### src/rtl/regbank_wr_sched.sv
// ----------------------------------------------------------------------------
// regbank_wr_sched
//
// Write-port scheduler for a small register bank. Two write requesters
// (requester 0 = ALU, requester 1 = load unit) compete for the single bank
// write port. A round-robin priority bit chooses between them when both are
// valid. The accepted write is registered and presented to the bank one cycle
// later. A per-register busy scoreboard is set by instruction issue, cleared
// by an accepted write, and drives the decode stall.
//
// Register 0 is hard-wired: writes to it complete the handshake but never
// reach the bank, and it is never marked busy.
//
// Ports
//   clk, rst                  clock, synchronous active-high reset
//   wr0_valid/addr/data/ready requester 0 write handshake
//   wr1_valid/addr/data/ready requester 1 write handshake
//   iss_valid, iss_addr       issued instruction destination (sets busy)
//   rs1_addr, rs2_addr        decode source registers
//   stall                     a decode source register is busy
//   busy                      per-register pending-write vector
//   bank_wen/waddr/wdata      registered bank write port
// ----------------------------------------------------------------------------
module regbank_wr_sched #(
    parameter int AWIDTH = 3,
    parameter int DWIDTH = 8
) (
    input  logic                   clk,
    input  logic                   rst,
    input  logic                   wr0_valid,
    input  logic [AWIDTH-1:0]      wr0_addr,
    input  logic [DWIDTH-1:0]      wr0_data,
    output logic                   wr0_ready,
    input  logic                   wr1_valid,
    input  logic [AWIDTH-1:0]      wr1_addr,
    input  logic [DWIDTH-1:0]      wr1_data,
    output logic                   wr1_ready,
    input  logic                   iss_valid,
    input  logic [AWIDTH-1:0]      iss_addr,
    input  logic [AWIDTH-1:0]      rs1_addr,
    input  logic [AWIDTH-1:0]      rs2_addr,
    output logic                   stall,
    output logic [2**AWIDTH-1:0]   busy,
    output logic                   bank_wen,
    output logic [AWIDTH-1:0]      bank_waddr,
    output logic [DWIDTH-1:0]      bank_wdata
);

    localparam int NREG = 2**AWIDTH;

    // prio = 0 prefers requester 0, prio = 1 prefers requester 1
    logic                prio;
    logic                gnt0_p0;
    logic                gnt1_p0;
    logic                vld_p0;
    logic [AWIDTH-1:0]   addr_p0;
    logic [DWIDTH-1:0]   data_p0;
    logic [NREG-1:0]     busy_r;
    logic [NREG-1:0]     busy_nxt;
    logic                wen_p1;
    logic [AWIDTH-1:0]   waddr_p1;
    logic [DWIDTH-1:0]   wdata_p1;

    // ---- stage p0: combinational arbitration and write select ----
    always_comb begin
        gnt0_p0 = 1'b0;
        gnt1_p0 = 1'b0;
        // Grants are suppressed during reset so no transfer is lost.
        if (!rst) begin
            if (wr0_valid && wr1_valid) begin
                gnt0_p0 = ~prio;
                gnt1_p0 = prio;
            end else begin
                gnt0_p0 = wr0_valid;
                gnt1_p0 = wr1_valid;
            end
        end
        vld_p0  = gnt0_p0 | gnt1_p0;
        addr_p0 = gnt1_p0 ? wr1_addr : wr0_addr;
        data_p0 = gnt1_p0 ? wr1_data : wr0_data;
    end

    // Scoreboard next state: clear first, then set, so a same-cycle set
    // of the same register wins. Register 0 is never busy.
    always_comb begin
        busy_nxt = busy_r;
        if (vld_p0) begin
            busy_nxt[addr_p0] = 1'b0;
        end
        if (iss_valid) begin
            busy_nxt[iss_addr] = 1'b1;
        end
        busy_nxt[0] = 1'b0;
    end

    // ---- stage p1: registered bank write, priority and scoreboard ----
    always_ff @(posedge clk) begin
        if (rst) begin
            prio     <= 1'b0;
            busy_r   <= '0;
            wen_p1   <= 1'b0;
            waddr_p1 <= '0;
            wdata_p1 <= '0;
        end else begin
            // Toggle only on contention; a grant always exists out of reset.
            if (wr0_valid && wr1_valid) begin
                prio <= gnt0_p0;
            end
            busy_r <= busy_nxt;
            wen_p1 <= vld_p0 && (addr_p0 != '0);
            if (vld_p0) begin
                waddr_p1 <= addr_p0;
                wdata_p1 <= data_p0;
            end
        end
    end

    assign wr0_ready  = gnt0_p0;
    assign wr1_ready  = gnt1_p0;
    // Decode sees the current scoreboard only; no bypass of this cycle's write.
    assign stall      = busy_r[rs1_addr] | busy_r[rs2_addr];
    assign busy       = busy_r;
    assign bank_wen   = wen_p1;
    assign bank_waddr = waddr_p1;
    assign bank_wdata = wdata_p1;

endmodule

### config.mk
export PLATFORM = sky130hd
export DESIGN_NAME = regbank_wr_sched
export DESIGN_NICKNAME = d
export VERILOG_FILES = /design/src/rtl/regbank_wr_sched.sv
export SDC_FILE = /design/constraint.sdc
export NUM_CORES = 1
export LEC_CHECK = 0
export ABC_AREA = 1
export CAP_MARGIN = 10
export CORE_ASPECT_RATIO = 0.8
export CORE_MARGIN = 2
export CORE_UTILIZATION = 42
export DETAILED_ROUTE_END_ITERATION = 7
export PLACE_DENSITY = 0.84
export SLEW_MARGIN = 25
export SYNTH_ARGS = -nofsm -noshare
export SYNTH_HDL_FRONTEND = slang
export SYNTH_SLANG_ARGS = --single-unit
### constraint.sdc
create_clock -name clk -period 2.4 [get_ports clk]
set_input_delay 0.24 -clock clk [delete_from_list [all_inputs] [get_ports clk]]
set_output_delay 0.24 -clock clk [all_outputs]
set_load 0.01 [all_outputs]
==> results of run 1 <==
==> cells by family after synthesis <==
logic type             Yosys count
AO/OA/AOI/OAI                   36
AND/OR/NAND/NOR                 79
multiplexers                     3
other                            1
flip-flops                      20
buffers and inverters           29
==> through the flow <==
| stage | setup WS (ps) | utilization, % |
|---|---|---|
| after floorplan | 1210 | - |
| after global placement | 324 | 69.0 |
| after detailed placement | 271 | 69.0 |
| after CTS | 264 | 69.9 |
| after global routing | 139 | 69.9 |
| final | 259 | 69.9 |
==> sequential cells by signal, summed over array words and instances (netlist names) <==
signal	count
bank_wen	1
bank_wdata	8
prio	1
busy	7
bank_waddr	3
==> worst paths after layout <==
kind,to,start,slack (ps),depth (start not counted)
max,stall,rs1_addr[0],260,7
min,bank_wdata[0]$_SDFFE_PP0N_,wr1_data[0],500,3
max reg2reg,busy[5]$_SDFF_PP0_,prio$_SDFFE_PP0P_,1000,9
min reg2reg,busy[6]$_SDFF_PP0_,busy[6]$_SDFF_PP0_,520,2
==> cell usage after synthesis, drive strengths merged <==
library cell / n / area, um2
nand2: 48 / 193
inv: 23 / 88.8
dfxtp: 20 / 400
a21oi: 15 / 75.1
nor2: 11 / 53.8
nand3: 10 / 55.1
nand4: 7 / 43.8
o211ai: 7 / 52.6
o21ai: 7 / 38.8
a31oi: 5 / 31.3
buf: 3 / 23.8
clkbuf: 3 / 11.3
mux2i: 2 / 20.0
nand3b: 2 / 15.0
a211oi: 1 / 7.51
conb: 1 / 3.75
mux2: 1 / 11.3
o22ai: 1 / 6.26
or2: 1 / 6.26
==> layer usage <==
metal | global-route usage (%) | wire length [um] | vias up
li1 | - | - | 670
met1 | 25.2 | 1400 | 612
met2 | 41.5 | 1720 | 46
met3 | 4.71 | 168 | 4
met4 | 7.41 | 30 | 0
met5 | 0 | 0 | -
==> worst register-to-register path, stage by stage (launching register included) <==
cell     delay, ps
dfxtp_1        360
inv_1           60
nand3_2        140
nand2_4        160
nand2_1        100
nand2_1         60
nor2_1         210
nand2_1         90
nand2_1         60
a21oi_1         60
==> layout make-up <==
| class | instances | area share, % |
|---|---|---|
| timing repair buffer | 58 | 33.1 |
| inverter | 23 | 5.08 |
| tap | 36 | 2.58 |
| sequential | 20 | 22.9 |
| multi-input combinational | 119 | 35.1 |
| clock buffer | 3 | 1.29 |
==> power by group <==
part / internal (W) / switching, W
sequential: 0.000356 / 0.0000151
combinational: 0.000132 / 0.000112
clock: 0.0000586 / 0.0000952
==> results.tsv, run 1 <==
metric	value	unit
start_util	45.5	%
core-area	2500	um2
netlist_area	1140	um2
critPathBufInv	2	
crit_type	input port to output pin	
drt-vias-per-instance	5.14	
worstSetupEndpointType	output pin	
first_pass_iters	4	
min_path_type	input port to flip-flop	
place_area	1730	um2
period_share	89.2	%
cts_max_path_buffers	2	
finalClockSkew	5.01	ps
run_status	finished clean	
gp_congestion	0.905	
multi_input_area	613	um2
cts-htree-levels	1	
cts.repair.resized	0	
ant_nets	0	
drive_gt1_share	9.42	%
synth-compound-area-share	18.6	%
synthCells	168	
clkLatencyLatePin	300	ps
cp_slowest_stage_delay	570	ps
io_pins	59	
port_buffers	57	
ir_worst_vdd	0.381	mV
critical_path_required	2160	ps
p_per_area	440	nW/um2
worstPathMaxFanout	4	
die_area	3140	um2
period_minus_slack	2140	ps
slew_violations	0	
yosysWarningCount	0	
numCtsBuffers	3	
dp_cells	256	
grt_max_degree	22	
clk_pin_slew	90	ps
cellLeakagePower	0.744	nW
drcViolationCount	0	
root_buffer	clkbuf_4	
synth_mux_area_share	2.75	%
clock.fmax	467	MHz
antenna_cells	0	
die_width	62.2	um
setup_tns	0	ps
syn-mean-instance-area	6.77	um2
cts_setup_buffers	0	
whs	504	ps
vias	1332	
syn_to_final_growth	53.7	%
critPathArrivalTime	1900	ps
final_cell_mix	57 x clkdlybuf4s50_1, 45 x nand2_1, 20 x dfxtp_1, 15 x inv_1, 15 x a21oi_1	
fin_cells	259	
dpl.hpwl	2680	um
synth_cell_type_count	29	
grt_setup_unrepaired	false	
num_rows	16	
layout.nets	261	
setup_violations	0	
cpLargestDelayFamily	buffers and inverters	
crit_path_top_delay_cell	clkdlybuf4s50_1	
wire_per_inst	12.8	um
numClockSinks	20	
regArea	400	um2
synth_adder_area_share	0	%
crit_top_cell	nand2_1	
antenna_found_initial	0	
track_usage	22.1	%
hold_violations	0	
drtIter0Drc	62	
ys_seq_area_share	35.2	%
path_cells	clkdlybuf4s50_1 -> mux2_2 -> nand2_1 -> o211ai_1 -> nand2_1 -> nand2_1 -> clkdlybuf4s50_1	
die_h	50.5	um
fill_cells	216	
synthXorXnorAreaFrac	0	%
synth_top_family_by_area	simple AND/OR/NAND/NOR gates	
final_common_cell	clkdlybuf4s50_1	
hold_buffers	0	
grt_pass1_wl	5470	um
synth_nets	204	
drv_cap	0	
stdcell_area	1750	um2
ys_ff_latch	20	
grt_pass1_vias	1235	
start_kind	input port	
wl	3320	um
yosys.area_share.simple	32.2	%
grt_remaining_overflow	0	
finalPower	0.000768	W
cts_tree	built	
Power figures use the tool's default switching activity.
==> inputs of run 2 (changes only) <==
--- a/config.mk
+++ b/config.mk
@@ -11,7 +11,10 @@
 export CORE_MARGIN = 2
 export CORE_UTILIZATION = 42
 export DETAILED_ROUTE_END_ITERATION = 7
+export HOLD_SLACK_MARGIN = 0.05
 export PLACE_DENSITY = 0.84
+export RECOVER_POWER = 50
+export SKIP_LAST_GASP = 1
 export SLEW_MARGIN = 25
 export SYNTH_ARGS = -nofsm -noshare
 export SYNTH_HDL_FRONTEND = slang
==> run 2 against run 1 <==
Against the previous run:
- clock-buffer cell count is the same
- cell count unchanged
- power decreased by 1.3%
- register-to-register slack got worse by 160 ps
- clock power is essentially flat
- wire length down 0.30%
- sequential cell count did not move
- maximum frequency barely moved
- combinational power is 4% lower
- non-clock buffer count is the same
- largest cell class unchanged
- largest power group unchanged
- highest routed layer unchanged
==> results.tsv, run 2 (synthesized netlist as in run 1, its figures left out) <==
metric	value	unit
io_pins	59	
fill_cells	219	
setup_tns	0	ps
grt_remaining_overflow	0	
cts-htree-levels	1	
drcViolationCount	0	
grt_pass1_wl	5470	um
numClockSinks	20	
worstSetupEndpointType	output pin	
cellLeakagePower	0.775	nW
final_common_cell	nand2_1	
largest_reg_flops	8	
die_width	62.2	um
layout.nets	261	
finalClockSkew	3.23	ps
start_kind	input port	
ant_nets	0	
critPathArrivalTime	1900	ps
cts_max_path_buffers	2	
preCtsSetupSlack	271	ps
grt_max_degree	22	
cts_setup_buffers	0	
hold_violations	0	
run_status	finished clean	
cts.repair.resized	0	
p_per_area	436	nW/um2
clkLatencyLatePin	300	ps
ir_worst_vdd	0.378	mV
track_usage	22.1	%
min_path_type	input port to flip-flop	
vias	1328	
postLayoutSetupSlackWorst	257	ps
gp_congestion	0.905	
period_minus_slack	2140	ps
drt-vias-per-instance	5.13	
wire_per_inst	12.8	um
wl	3310	um
multi_input_area	604	um2
root_buffer	clkbuf_4	
grt_pass1_vias	1235	
clk_pin_slew	100	ps
worstPathMaxFanout	15	
slew_violations	0	
slew_headroom	63.3	%
critical_path_required	2160	ps
core-area	2500	um2
antenna_cells	0	
worst_pin_slew	550	ps
drtIter0Drc	48	
clock.fmax	467	MHz
hold_buffers	0	
syn_to_final_growth	52.9	%
grt_setup_unrepaired	false	
rr_worst_depth	9	
numCtsBuffers	3	
antenna_found_initial	0	
port_buffers	57	
die_h	50.5	um
crit_type	input port to output pin	
drv_cap	0	
dpl.hpwl	2680	um
drive_gt1_share	7.62	%
period_share	89.3	%
cts_tree	built	
first_pass_iters	4	
regArea	400	um2
final_cell_mix	45 x nand2_1, 42 x clkdlybuf4s50_1, 20 x dfxtp_1, 17 x inv_1	
die_area	3140	um2
num_rows	16	
setup_violations	0	
start_util	45.5	%
holdPathStages	3	
run 2: worst paths after layout:
kind	slack, ps	endpoint	from
min reg2reg	510	bank_wdata[2]$_SDFFE_PP0N_	bank_wdata[2]$_SDFFE_PP0N_
max reg2reg	840	busy[5]$_SDFF_PP0_	prio$_SDFFE_PP0P_
max	260	wr1_ready	wr1_valid
min	500	bank_wdata[0]$_SDFFE_PP0N_	wr1_data[0]
run 2: area by class of cell:
type                    instances  share of cell area (%)
flip-flops and latches         20                    23.0
inverters                      23                    5.11
multi-input cells             119                    34.7
repair buffers                 58                    33.2
well taps                      36                    2.59
clock buffers                   3                    1.29
run 2: metal layers:
metal | track usage [%] | vias to the layer above | share of wire (%)
met4 | 7.41 | 0 | 1.4
met1 | 25.2 | 603 | 41
met5 | 0 | - | 0
li1 | - | 670 | -
met3 | 4.71 | 6 | 5.6
met2 | 41.5 | 49 | 52
run 2: stage by stage:
| step | hold WS [ps] | std cells | total power, W | cell area, um2 | util [%] |
|---|---|---|---|---|---|
| finish | 501 | 259 | 0.000759 | 1740 | 69.5 |
| global route | 512 | 259 | 0.000806 | 1740 | 69.5 |
| CTS | 497 | 259 | 0.000776 | 1750 | 69.9 |
| detailed placement | 499 | 256 | 0.000621 | 1730 | 69.0 |
| global placement | 482 | 256 | 0.000613 | 1730 | 69.0 |
| floorplan | 392 | 168 | 0.000485 | 1140 | - |
run 2: worst max-delay path, cell delays in order:
cell and delay (ps):
clkdlybuf4s50_1 540, nand3_1 290, nand2_4 270, inv_4 80
clkdlybuf4s50_1 480
run 2: power by group:
| group | internal, W | switching (W) | leakage [nW] |
|---|---|---|---|
| Clock | 0.0000587 | 0.0000961 | 0.0138 |
| Sequential | 0.000356 | 0.0000141 | 0.165 |
| Combinational | 0.000124 | 0.000111 | 0.595 |
| Total | 0.000538 | 0.000221 | 0.775 |
